==> config.mk <==
export PLATFORM = sky130hd
export DESIGN_NAME = pipelined_cla_adder
export DESIGN_NICKNAME = d
export VERILOG_FILES = /design/src/rtl/pipelined_cla_adder_pkg.sv /design/src/rtl/pipelined_cla_adder_cla_group4.sv /design/src/rtl/pipelined_cla_adder.sv
export SDC_FILE = /design/constraint.sdc
export NUM_CORES = 1
export LEC_CHECK = 0
export ABC_AREA = 1
export BUFFER_PORTS_ARGS = -buffer_cell sky130_fd_sc_hd__buf_2
export CAP_MARGIN = 10
export CORE_MARGIN = 2
export CORE_UTILIZATION = 30
export DETAILED_ROUTE_END_ITERATION = 6
export GPL_TIMING_DRIVEN = 0
export PLACE_DENSITY = 0.62
export SETUP_SLACK_MARGIN = 0.3
export SYNTH_ARGS = -nofsm -noshare
export SYNTH_HDL_FRONTEND = slang
export SYNTH_SLANG_ARGS = --single-unit
==> constraint.sdc <==
create_clock -name clk -period 7.1 [get_ports clk]
set_clock_uncertainty 0.1 [all_clocks]
set_input_delay 0.71 -clock clk [delete_from_list [all_inputs] [get_ports clk]]
set_output_delay 0.71 -clock clk [all_outputs]
set_load 0.03 [all_outputs]
==> src/rtl/pipelined_cla_adder_pkg.sv <==
// Shared constants, stage-1 control flags and the saturation helper for pipelined_cla_adder.
// Build option: PIPELINED_CLA_ADDER_SAT_EN adds the registered saturation request.
package adder_pkg;

   localparam int unsigned CLA_GROUP_W = 4;
   localparam int unsigned MAX_WIDTH   = 64;

   // Width-independent part of the stage-1 payload; the sized fields live in the top.
   typedef struct packed {
      logic half_cout;
      logic sub;
`ifdef PIPELINED_CLA_ADDER_SAT_EN
      logic sat;
`endif
   } s1_ctrl_t;

   // Most negative value when sign is set, most positive otherwise, for a width-bit word.
   function automatic logic [MAX_WIDTH-1:0] sat_value(input logic sign, input int unsigned width);
      logic [MAX_WIDTH-1:0] v;
      v = '0;
      for (int unsigned i = 0; i < MAX_WIDTH; i++) begin
         if (i + 1 < width)
            v[i] = ~sign;
         else if (i + 1 == width)
            v[i] = sign;
      end
      return v;
   endfunction

endpackage

==> src/rtl/pipelined_cla_adder_cla_group4.sv <==
// 4-bit carry-lookahead group: internal bit carries plus group propagate/generate.
module cla_group4
   import adder_pkg::*;
(
   input  logic [CLA_GROUP_W-1:0] a,
   input  logic [CLA_GROUP_W-1:0] b,
   input  logic                   cin,
   output logic [CLA_GROUP_W-2:0] c,
   output logic                   p,
   output logic                   g
);

   logic [CLA_GROUP_W-1:0] bp;
   logic [CLA_GROUP_W-1:0] bg;

   assign bp = a ^ b;
   assign bg = a & b;

   // c[i] is the carry out of bit i; the group carry out is formed by the caller from p/g.
   assign c[0] = bg[0] | (bp[0] & cin);
   assign c[1] = bg[1] | (bp[1] & bg[0]) | (bp[1] & bp[0] & cin);
   assign c[2] = bg[2] | (bp[2] & bg[1]) | (bp[2] & bp[1] & bg[0]) | (bp[2] & bp[1] & bp[0] & cin);

   assign p = &bp;
   assign g = bg[3] | (bg[2] & bp[3]) | (bg[1] & bp[3] & bp[2]) | (bg[0] & bp[3] & bp[2] & bp[1]);

endmodule

==> src/rtl/pipelined_cla_adder.sv <==
// Two-stage pipelined CLA adder/subtractor with valid/ready on both sides.
// Build option: PIPELINED_CLA_ADDER_SAT_EN enables signed saturation via in_sat.
module pipelined_cla_adder
   import adder_pkg::*;
#(
   parameter int unsigned WIDTH = 16
) (
   input  logic             clk,
   input  logic             rst,
   input  logic             in_valid,
   output logic             in_ready,
   input  logic [WIDTH-1:0] in_a,
   input  logic [WIDTH-1:0] in_b,
   input  logic             in_sub,
   input  logic             in_sat,
   output logic             out_valid,
   input  logic             out_ready,
   output logic [WIDTH-1:0] out_sum,
   output logic             out_cout,
   output logic             out_ovfl,
   output logic             out_zero
);

   localparam int unsigned HALF = WIDTH / 2;
   localparam int unsigned PW   = ((HALF + CLA_GROUP_W - 1) / CLA_GROUP_W) * CLA_GROUP_W;
   localparam int unsigned NGH  = PW / CLA_GROUP_W;

   if ((WIDTH % CLA_GROUP_W) != 0 || WIDTH < 8 || WIDTH > MAX_WIDTH) begin : g_bad_width
      $error("pipelined_cla_adder: WIDTH must be a multiple of 4 in 8..64");
   end

   typedef struct packed {
      logic [HALF-1:0] sum_lo;
      logic [HALF-1:0] a_hi;
      logic [HALF-1:0] b_hi;
      s1_ctrl_t        ctrl;
   } s1_payload_t;

   logic            s1_valid, s2_valid, s1_ready, s2_ready;
   s1_payload_t     s1_q, s1_d;
   logic [HALF-1:0] b_lo_eff, b_hi_eff;
   logic [1:0][PW-1:0] h_a, h_b, h_sum;
   logic [1:0]      h_cin, h_cout;
   logic            hi_cmsb;
   logic [WIDTH-1:0] sum_d;
   logic            ovfl_d;

   assign s2_ready = !s2_valid || out_ready;
   assign s1_ready = !s1_valid || s2_ready;
   assign in_ready = s1_ready && !rst;

   // Half 0 adds the live low operands; half 1 adds the registered high operands.
   assign b_lo_eff = in_sub ? ~in_b[HALF-1:0] : in_b[HALF-1:0];
   assign b_hi_eff = s1_q.ctrl.sub ? ~s1_q.b_hi : s1_q.b_hi;
   assign h_a[0]   = PW'(in_a[HALF-1:0]);
   assign h_b[0]   = PW'(b_lo_eff);
   assign h_cin[0] = in_sub;
   assign h_a[1]   = PW'(s1_q.a_hi);
   assign h_b[1]   = PW'(b_hi_eff);
   assign h_cin[1] = s1_q.ctrl.half_cout;

   for (genvar h = 0; h < 2; h++) begin : g_half
      logic [NGH:0]   gc;
      logic [NGH-1:0] gp, gg;
      logic [PW:0]    ci;

      assign gc[0] = h_cin[h];
      for (genvar k = 0; k < NGH; k++) begin : g_grp
         cla_group4 u_grp (
            .a   (h_a[h][CLA_GROUP_W*k +: CLA_GROUP_W]),
            .b   (h_b[h][CLA_GROUP_W*k +: CLA_GROUP_W]),
            .cin (gc[k]),
            .c   (ci[CLA_GROUP_W*k+1 +: CLA_GROUP_W-1]),
            .p   (gp[k]),
            .g   (gg[k])
         );
         assign gc[k+1]           = gg[k] | (gp[k] & gc[k]);
         assign ci[CLA_GROUP_W*k] = gc[k];
      end
      assign ci[PW]    = gc[NGH];
      assign h_sum[h]  = h_a[h] ^ h_b[h] ^ ci[PW-1:0];
      assign h_cout[h] = ci[HALF];
      if (h == 1) begin : g_msb
         assign hi_cmsb = ci[HALF-1];
      end
   end

   always_comb begin
      s1_d                = '0;
      s1_d.sum_lo         = h_sum[0][HALF-1:0];
      s1_d.a_hi           = in_a[WIDTH-1:HALF];
      s1_d.b_hi           = in_b[WIDTH-1:HALF];
      s1_d.ctrl.half_cout = h_cout[0];
      s1_d.ctrl.sub       = in_sub;
`ifdef PIPELINED_CLA_ADDER_SAT_EN
      s1_d.ctrl.sat       = in_sat;
`endif
   end

   always_comb begin
      ovfl_d = hi_cmsb ^ h_cout[1];
      sum_d  = {h_sum[1][HALF-1:0], s1_q.sum_lo};
`ifdef PIPELINED_CLA_ADDER_SAT_EN
      if (s1_q.ctrl.sat && ovfl_d)
         sum_d = WIDTH'(sat_value(s1_q.a_hi[HALF-1], WIDTH));
`endif
   end

`ifndef PIPELINED_CLA_ADDER_SAT_EN
   logic unused_sat;
   assign unused_sat = in_sat;
`endif

   always_ff @(posedge clk) begin
      if (rst) begin
         s1_valid <= 1'b0;
         s1_q     <= '0;
      end else if (s1_ready) begin
         s1_valid <= in_valid;
         if (in_valid)
            s1_q <= s1_d;
      end
   end

   always_ff @(posedge clk) begin
      if (rst) begin
         s2_valid <= 1'b0;
         out_sum  <= '0;
         out_cout <= 1'b0;
         out_ovfl <= 1'b0;
         out_zero <= 1'b0;
      end else if (s2_ready) begin
         s2_valid <= s1_valid;
         if (s1_valid) begin
            out_sum  <= sum_d;
            out_cout <= h_cout[1];
            out_ovfl <= ovfl_d;
            out_zero <= (sum_d == '0);
         end
      end
   end

   assign out_valid = s2_valid;

endmodule
# Word-level counts from Yosys, hierarchy flattened
# Cells that the tools add are included.
[totals] reg_bits=47 output_inout_bits=21 elab_cells=145 in_bits=38
[classes] n_reduce_logical=13 muxes=2 bitwise=119
[ops] cell="$and A1 B1 Y1" count=64
[ops] cell="$or A1 B1 Y1" count=40
[ops] cell="$xor A8 B8 Y8" count=4
[ops] cell="$and A4 B4 Y4" count=4
[ops] cell="$logic_not A16 Y1" count=1
[ops] cell="$mux W8" count=2
[ops] cell="$not A8 Y8" count=2
[ops] cell="$reduce_and A4 Y1" count=4
[ops] cell="$xor A4 B4 Y4" count=4
[ops] cell="$reduce_and A2 Y1" count=2
[ops] cell="$logic_not A1 Y1" count=3
[ops] cell="$logic_or A1 B1 Y1" count=2
[ops] cell="$logic_and A1 B1 Y1" count=1
[ops] cell="$xor A1 B1 Y1" count=1

# Depth between registers and ports, before layout
# Gate-level depths: netlist of run 1.
[logic_depth] ltp_word=12 depth_mapped=17 depth_no_buf=16

# By module
# A second synthesis of run 1 with hierarchy kept.
[hier_totals] hier_cells=460 area_unflattened_um2=2961.6
[modules_own_cells] module="pipelined_cla_adder" seq_area_each_um2=940.9 cells_per_inst=368 area_per_inst_um2=2436.1 instances=1
[modules_own_cells] module="cla_group4" seq_area_each_um2=0.0 cells_per_inst=23 area_per_inst_um2=131.4 instances=4

# Worst setup path before layout of run 1
# No wires, ideal clock.
[synth_path] path_type="in2reg" start="in in_sub" end="reg s1_q[23] (netlist name)" arrival_time_ns=2.439 required_ns=6.881 slack_ns=4.442 path_stages=12 path_buffers=1 setup_time_ns=0.119 path_cell_list="buf_2 -> xor2_1 -> ha_1 -> nand2_1 -> inv_1 -> nand4_1 -> nand4_1 -> inv_1 -> fa_1 -> xnor2_1 -> o21ai_0 -> a21oi_1"
[synth_between] elab_chain_len=10 word_cells_on_any_way=21 cone_classes="mux (1); bitwise (19); reduce/logical (1)"
[synth_rtl] element="from (decl)" line="pipelined_cla_adder.sv:14" source="input logic in_sub,"
[synth_rtl] element="$mux W8" line="pipelined_cla_adder.sv:53" source="assign b_lo_eff = in_sub ? ~in_b[HALF-1:0] : in_b[HALF-1:0];"
[synth_rtl] element="$and A4 B4 Y4 / $xor A4 B4 Y4 (equally long branches)" line="pipelined_cla_adder_cla_group4.sv:17, pipelined_cla_adder_cla_group4.sv:16"
[synth_rtl] element="$and A1 B1 Y1" line="pipelined_cla_adder_cla_group4.sv:25" source="assign g = bg[3] | (bg[2] & bp[3]) | (bg[1] & bp[3] & bp[2]) | (bg[0] & bp[3] & bp[2] & bp[1]);"
[synth_rtl] element="$or A1 B1 Y1 / $and A1 B1 Y1 (equally long branches) (2 in series)" line="pipelined_cla_adder_cla_group4.sv:25"
[synth_rtl] element="$or A1 B1 Y1" line="pipelined_cla_adder_cla_group4.sv:25"
[synth_rtl] element="$or A1 B1 Y1" line="pipelined_cla_adder.sv:77" source="assign gc[k+1] = gg[k] | (gp[k] & gc[k]);"
[synth_rtl] element="$and A1 B1 Y1" line="pipelined_cla_adder_cla_group4.sv:20" source="assign c[0] = bg[0] | (bp[0] & cin);"
[synth_rtl] element="$or A1 B1 Y1" line="pipelined_cla_adder_cla_group4.sv:20"
[synth_rtl] element="$xor A8 B8 Y8 *" line="pipelined_cla_adder.sv:81" source="assign h_sum[h] = h_a[h] ^ h_b[h] ^ ci[PW-1:0];"
[synth_rtl] element="to (signal assigned)" line="pipelined_cla_adder.sv:117" source="s1_q <= '0;"
[synth_rtl] element="to (signal assigned)" line="pipelined_cla_adder.sv:121" source="s1_q <= s1_d;"
[synth_rtl] element="to (decl)" line="pipelined_cla_adder.sv:40" source="s1_payload_t s1_q, s1_d;"
# Every way passes the cells marked *; elsewhere a longest branch is shown, timed or not.
# A chain may end at the register's enable or synchronous reset.

# Final worst setup path of run 1
[layout_path] start="reg s1_q[0] (netlist name)" end="reg out_zero"
[layout_between] elab_chain_len=11 word_cells_on_any_way=50 cone_classes="mux (1); bitwise (47); reduce/logical (2)"
[layout_rtl] element="$mux W8 *" line="pipelined_cla_adder.sv:54" source="assign b_hi_eff = s1_q.ctrl.sub ? ~s1_q.b_hi : s1_q.b_hi;"
[layout_rtl] element="$and A4 B4 Y4 / $xor A4 B4 Y4 (equally long branches)" line="pipelined_cla_adder_cla_group4.sv:17, pipelined_cla_adder_cla_group4.sv:16"
[layout_rtl] element="$and A1 B1 Y1" line="pipelined_cla_adder_cla_group4.sv:25"
[layout_rtl] element="$or A1 B1 Y1 / $and A1 B1 Y1 (equally long branches) (2 in series)" line="pipelined_cla_adder_cla_group4.sv:25"
[layout_rtl] element="$or A1 B1 Y1" line="pipelined_cla_adder_cla_group4.sv:25"
[layout_rtl] element="$or A1 B1 Y1" line="pipelined_cla_adder.sv:77"
[layout_rtl] element="$and A1 B1 Y1, on equally long branches" line="pipelined_cla_adder_cla_group4.sv:20, pipelined_cla_adder_cla_group4.sv:21, pipelined_cla_adder_cla_group4.sv:22"
[layout_rtl] element="$or A1 B1 Y1, on equally long branches" line="pipelined_cla_adder_cla_group4.sv:20, pipelined_cla_adder_cla_group4.sv:21, pipelined_cla_adder_cla_group4.sv:22"
[layout_rtl] element="$xor A8 B8 Y8 *" line="pipelined_cla_adder.sv:81"
[layout_rtl] element="$logic_not A16 Y1 *" line="pipelined_cla_adder.sv:138" source="out_zero <= (sum_d == '0);"
[layout_rtl] element="to (signal assigned)" line="pipelined_cla_adder.sv:138"
[layout_rtl] element="to (decl)" line="pipelined_cla_adder.sv:21" source="output logic out_zero"
# Marked as above.

==> flow_metrics.tcl, run 1 <==
set metrics [dict create \
    status "complete, no violations" \
    grt_max_degree 16 \
    reg2reg_depth 16 \
    drt-initial-drc-count 82 \
    finalCritPeriodShare_pct 40.1 \
    cts_max_level 2 \
    cpMostUsedCell "nand2_1" \
    grt_setup_unrepaired "false" \
    place_congestion 0.853 \
    io_pins 59 \
    yosys_register_bits 47 \
    routed_wl_mm 5.91 \
    wire_per_inst_um 11.6 \
    dp_hpwl_mm 4.76 \
    finalNetCount 463 \
    via_per_inst 4.51 \
    dieArea_sq_um 9290 \
    leakagePower_nw 1.56 \
    drcViolationCount 0 \
    instances_no_fill 511 \
    hold_viol_final 0 \
    syn_area_sq_um 2560 \
    coreArea_sq_um 8260 \
    cap_violations 0 \
    syn_inst 341 \
    area_growth_pct 19.7 \
    drive_above_1_share_pct 21.7 \
    post-place-cells 503 \
    cts_hold_buf 0 \
    clk_latency_ps 300 \
    hp-class "reg -> reg" \
    fin_setup_tns_ps 0 \
    timing.rr.start "s1_q[0]$_SDFFE_PP0P_" \
    diodes 0 \
    end_kind "register" \
    antenna_found_initial 0 \
    r2r_slack_ps 4250 \
    ys_types 32 \
    ctsResizeCount 0 \
    power_density_nw_per_um2 213 \
    cp_slowest_cell "fa_1" \
    clock-root-buffer "clkbuf_8" \
    yosys_warnings 0 \
    fmax_mhz 351 \
    vias 2304 \
    syn-num-nets 399 \
    die_y_um 96.4 \
    required_ps 7250 \
    critPathMaxStageDelay_ps 410 \
    synth_seq_area_share_pct 36.8 \
    hp-start "out_ovfl$_SDFFE_PP0P_" \
    grt_pass1_wl_mm 9.58 \
    numClockSinks 47 \
    cp_cell_sequence "buf_2 -> xor2_1 -> ha_1 -> nand2_1 -> nor2_1 -> nand2_1 -> nand3_2 -> inv_1 -> fa_1 -> xor2_1 -> nand3_1 -> nor2_1 -> nand2_1 -> nor2_2 -> nand3_2 -> a21oi_2" \
    die_w_um 96.4 \
    initial_utilization_pct 31.0 \
    overflow 0 \
    grt_usage_pct 13.4 \
    slew_violations 0 \
    setup_viol 0 \
    arrival_ps 2990 \
    tightest_slew_ps 468 \
    min_period_ps 2850 \
    cts_made_buffers 5 \
    firstDrtPassIters 4 \
    min_path_cells 2 \
    relSlewSlack_pct 68.8 \
    avgSynthCellArea_sq_um 7.51 \
    clk_pin_slew_ps 90 \
    ir_drop_v 0.0000774 \
    grt_pass1_vias 2170 \
    num_rows 33 \
    r2r-end "out_zero$_SDFFE_PP0P_" \
    cts_setup_buffers 0 \
    numPortBuffers 57 \
    ctsLongestPathBuffers 2 \
    startpoint_type "register" \
    whs_ps 373 \
    crit_type "reg -> reg" \
    cts_tree "yes" \
    min_to "out_ovfl$_SDFFE_PP0P_" \
    antenna_left 0 \
    crit_fanout 9 \
]
[cell usage in the layout (no fill, tap or decap), types with 5 or more instances in the layout]
cell type and instances:
nand3_1 15, xor2_1 17, dfxtp_1 47, clkbuf_1 7
a21oi_1 22, xnor2_1 6, nand2_2 5, buf_2 64
inv_2 6, ha_1 17, inv_1 32, clkbuf_8 5
o21ai_0 34, nor2_1 59, nand2_1 37
[metrics by stage]
step | instance area (sq um) | util (%) | total power [mW] | worst slack (ps)
3_5_place_dp | 2980 | 36.0 | 0.497 | 4120
4_1_cts | 3070 | 37.1 | 0.655 | 4210
2_1_floorplan | 2560 | - | 0.443 | 4440
5_1_grt | 3070 | 37.1 | 0.698 | 4020
3_3_place_gp | 2980 | 36.0 | 0.492 | 4140
6_report | 3070 | 37.1 | 0.652 | 4250
[worst max-delay path: cells and delay by family (launching register included)]
family          cells  cell delay, ps
compound gates      1             110
xor+xnor            2             410
fa+ha+maj           2             780
buf+inv             2             260
flops               1             300
simple gates        9             850
[where the power goes]
group	internal, mW	total (mW)	switching (mW)
combinational	0.0736	0.192	0.118
clock	0.0686	0.163	0.0941
sequential	0.285	0.298	0.0130
[per-layer routing]
metal  routed length [um]  vias up  global-route usage (%)  share of wire (%)
met5                    0        -                       0                  0
met1                 2880     1023                    16.9                 49
met2                 2640       44                    22.3                 45
met3                  291        7                    3.10                4.9
met4                   95        0                    4.93                1.6
li1                     -     1230                       -                  -
[how the worst max path moves through the flow]
stage,start,to,cells past startpoint
6_report,s1_q[0]$_SDFFE_PP0P_,out_zero$_SDFFE_PP0P_,16
3_5_place_dp,in_sub,s1_q[23]$_SDFFE_PP0P_,13
4_1_cts,s1_q[0]$_SDFFE_PP0P_,out_zero$_SDFFE_PP0P_,16
3_3_place_gp,in_sub,s1_q[23]$_SDFFE_PP0P_,13
5_1_grt,s1_q[0]$_SDFFE_PP0P_,out_zero$_SDFFE_PP0P_,16
2_1_floorplan,in_sub,s1_q[23]$_SDFFE_PP0P_,12
[logic make-up after synthesis]
kind of cell	count (synthesis)	synth area share (%)
compound gates	69	14.7
mux	1	0.391
fa+ha+maj	20	10.7
xor+xnor	23	7.87
flops	47	36.8
simple gates	129	21.7
buf+inv	52	7.97
[final cells by class]
| type | instances | area (sq um) |
|---|---|---|
| Buffer | 14 | 61.3 |
| Clock buffer | 5 | 68.8 |
| Clock inverter | 3 | 20.0 |
| Fill cell | 904 | 5190 |
| Inverter | 38 | 143 |
| Multi-Input combinational cell | 242 | 1420 |
| Sequential cell | 47 | 941 |
| Tap cell | 105 | 131 |
| Timing Repair Buffer | 57 | 285 |
[cell usage after synthesis]
| master | n | area share, % |
|---|---|---|
| a211oi_2 | 1 | 0.49 |
| or2_0 | 1 | 0.24 |
| dfxtp_1 | 47 | 37 |
| inv_1 | 32 | 4.7 |
| mux2i_1 | 1 | 0.39 |
| clkbuf_1 | 7 | 1.0 |
| fa_1 | 3 | 2.3 |
| nand3_1 | 15 | 2.9 |
| nand4_1 | 4 | 0.98 |
| nand3_2 | 2 | 0.78 |
| a21oi_2 | 1 | 0.34 |
| a21oi_1 | 22 | 4.3 |
| o21ai_1 | 3 | 0.59 |
| o21ai_0 | 34 | 6.6 |
| o31ai_1 | 1 | 0.29 |
| inv_2 | 6 | 0.88 |
| xnor2_1 | 6 | 2.1 |
| nand2_2 | 5 | 1.2 |
| o211ai_1 | 4 | 1.2 |
| nor2_2 | 1 | 0.24 |
| nand2_1 | 37 | 5.4 |
| nand3b_1 | 1 | 0.29 |
| buf_2 | 7 | 1.4 |
| a31oi_1 | 1 | 0.24 |
| nor3_1 | 1 | 0.20 |
| nor2_1 | 59 | 8.7 |
| and3_1 | 2 | 0.49 |
| xor2_1 | 17 | 5.8 |
| a21o_1 | 1 | 0.29 |
| a211oi_1 | 1 | 0.29 |
| or2_1 | 1 | 0.24 |
| ha_1 | 17 | 8.3 |
[state kept, by name (all words and copies together), names as in the netlist]
register,flops
out_valid,1
g_half.ci,1
out_sum,16
out_ovfl,1
out_zero,1
s1_q,17
out_cout,1
h_a,8
s1_valid,1
Note: power is estimated with default switching activity, not from simulation.
==> run 2: changes to the inputs <==
--- a/config.mk
+++ b/config.mk
@@ -12,7 +12,7 @@
 export CORE_UTILIZATION = 30
 export DETAILED_ROUTE_END_ITERATION = 6
 export GPL_TIMING_DRIVEN = 0
-export PLACE_DENSITY = 0.62
+export PLACE_DENSITY = 0.63
 export SETUP_SLACK_MARGIN = 0.3
 export SYNTH_ARGS = -nofsm -noshare
 export SYNTH_HDL_FRONTEND = slang
==> constraint.sdc (replaced) <==
create_clock -name clk -period 2.45 [get_ports clk]
set_clock_uncertainty 0.1 [all_clocks]
set_input_delay 0.245 -clock clk [delete_from_list [all_inputs] [get_ports clk]]
set_output_delay 0.245 -clock clk [all_outputs]
set_load 0.03 [all_outputs]
==> flow_metrics.tcl, run 2 (synthesized netlist as in run 1, its figures left out) <==
set metrics [dict create \
    area_growth_pct 26.4 \
    instances_no_fill 525 \
    wire_per_inst_um 11.9 \
    grt_pass1_wl_mm 10.0 \
    grt_setup_unrepaired "true" \
    setup_viol 1 \
    hp-class "in -> reg" \
    numPortBuffers 57 \
    power.total_mw 1.98 \
    finalNetCount 477 \
    clk_pin_slew_ps 90 \
    relSlewSlack_pct 67.2 \
    clock-root-buffer "clkbuf_8" \
    violations "negative setup slack" \
    dp_hpwl_mm 4.81 \
    num_rows 33 \
    coreArea_sq_um 8260 \
    cts_made_buffers 5 \
    layout_common_cells "buf_2, nor2_1, dfxtp_1" \
    initial_utilization_pct 31.0 \
    drive_above_1_share_pct 26.4 \
    fmax_mhz 376 \
    fin_setup_tns_ps -208 \
    cap_violations 0 \
    drcViolationCount 0 \
    status "complete, but fails checks" \
    overflow 0 \
    slew_violations 0 \
    end_kind "register" \
    io_pins 59 \
    cts_tree "yes" \
    grt_pass1_vias 2221 \
    regMostFlops "s1_q" \
    via_per_inst 4.57 \
    drt-initial-drc-count 78 \
    power_density_nw_per_um2 611 \
    final_common_cell "buf_2" \
    die_y_um 96.4 \
    whs_ps 82.5 \
    cts_max_level 2 \
    post-place-cells 503 \
    arrival_ps 2800 \
    place_congestion 0.846 \
    diodes 0 \
    largest_reg_flops 17 \
    dieArea_sq_um 9290 \
    ir_drop_v 0.000219 \
    grt_usage_pct 14.0 \
    r2r_slack_ps -210 \
    required_ps 2590 \
    leakagePower_nw 1.65 \
    startpoint_type "register" \
    antenna_found_initial 0 \
    vias 2398 \
    die_w_um 96.4 \
    numClockSinks 47 \
    min_period_ps 2660 \
    finalCritPeriodShare_pct 108 \
    tightest_slew_ps 492 \
    firstDrtPassIters 4 \
    crit_type "reg -> reg" \
    crit_fanout 6 \
    routed_wl_mm 6.27 \
    antenna_left 0 \
    grt_max_degree 14 \
    ctsLongestPathBuffers 2 \
    hold_viol_final 0 \
    fill_cells 890 \
    clk_latency_ps 310 \
    setup_slack_ps -208 \
]
-- run 2: cell count changes in the layout (fill, tap and decap cells not counted), moves of 2 or more --
cell | previous run | this run
buf_4 | 0 | 13
fa_1 | 3 | 1
buf_2 | 64 | 61
xor2_1 | 17 | 14
buf_6 | 0 | 3
fa_2 | 0 | 2
inv_1 | 32 | 30
clkbuf_1 | 7 | 9
xor2_2 | 0 | 3
clkinvlp_4 | 2 | 0
inv_2 | 6 | 8
-- run 2: through the flow --
stage	area (sq um)	worst slack, ps	util [%]
after floorplan	2570	-53.5	-
after detailed placement	2990	-322	36.2
final	3240	-208	39.2
after global placement	2990	-284	36.2
after global routing	3240	-390	39.2
after CTS	3140	-227	38.0
-- run 2: worst max-delay path, cell delays in order, from the launching register on --
cell and delay [ps]:
dfxtp_2 320, buf_6 130, xor2_1 170, ha_1 340
nand2_1 60, nand2_1 60, nand2_1 60, nand3_2 100
inv_2 50, fa_2 540, inv_2 50, nor2_4 90
nand2_1 60, nor2_1 80, nand2_1 70, nor2_2 140
nand3_2 80, a21oi_2 110
-- run 2: cell type report --
cell class	instances	area [sq um]	share of cell area, %
Buffer	14	77.6	2.40
Clock buffer	7	76.3	2.36
Timing Repair Buffer	71	400	12.4
Inverter	38	143	4.41
Multi-Input combinational cell	242	1460	45.1
Clock inverter	1	5.00	0.155
Tap cell	105	131	4.06
Sequential cell	47	942	29.1
-- run 2: path summary, 6_finish.rpt --
path,start,end,depth (start not counted)
setup reg to reg,s1_q[0]$_SDFFE_PP0P_,out_zero$_SDFFE_PP0P_,17
setup / recovery,s1_q[0]$_SDFFE_PP0P_,out_zero$_SDFFE_PP0P_,17
hold / removal,in_a[13],h_a[13]$_SDFFE_PP0P_,3
hold reg to reg,out_ovfl$_SDFFE_PP0P_,out_ovfl$_SDFFE_PP0P_,2
-- run 2: metal layers --
layer  up-vias  GRT usage (%)  wire [um]
met3         8           3.10        411
met1      1074           17.6       2820
met4         0           4.58         87
met5         -              0          0
li1       1265              -          -
met2        51           23.7       2950
-- run 2: what timing repair did --
item,CTS,global route
pin swaps,6,15
buffers inserted,7,7
resized for setup,3,13
endpoints found under the setup margin,4,8
hold buffers,0,0
-- run 2: power by group --
| part | switching (mW) | total, mW | internal [mW] |
|---|---|---|---|
| Combinational | 0.375 | 0.654 | 0.279 |
| Sequential | 0.0380 | 0.864 | 0.826 |
| Clock | 0.260 | 0.461 | 0.201 |
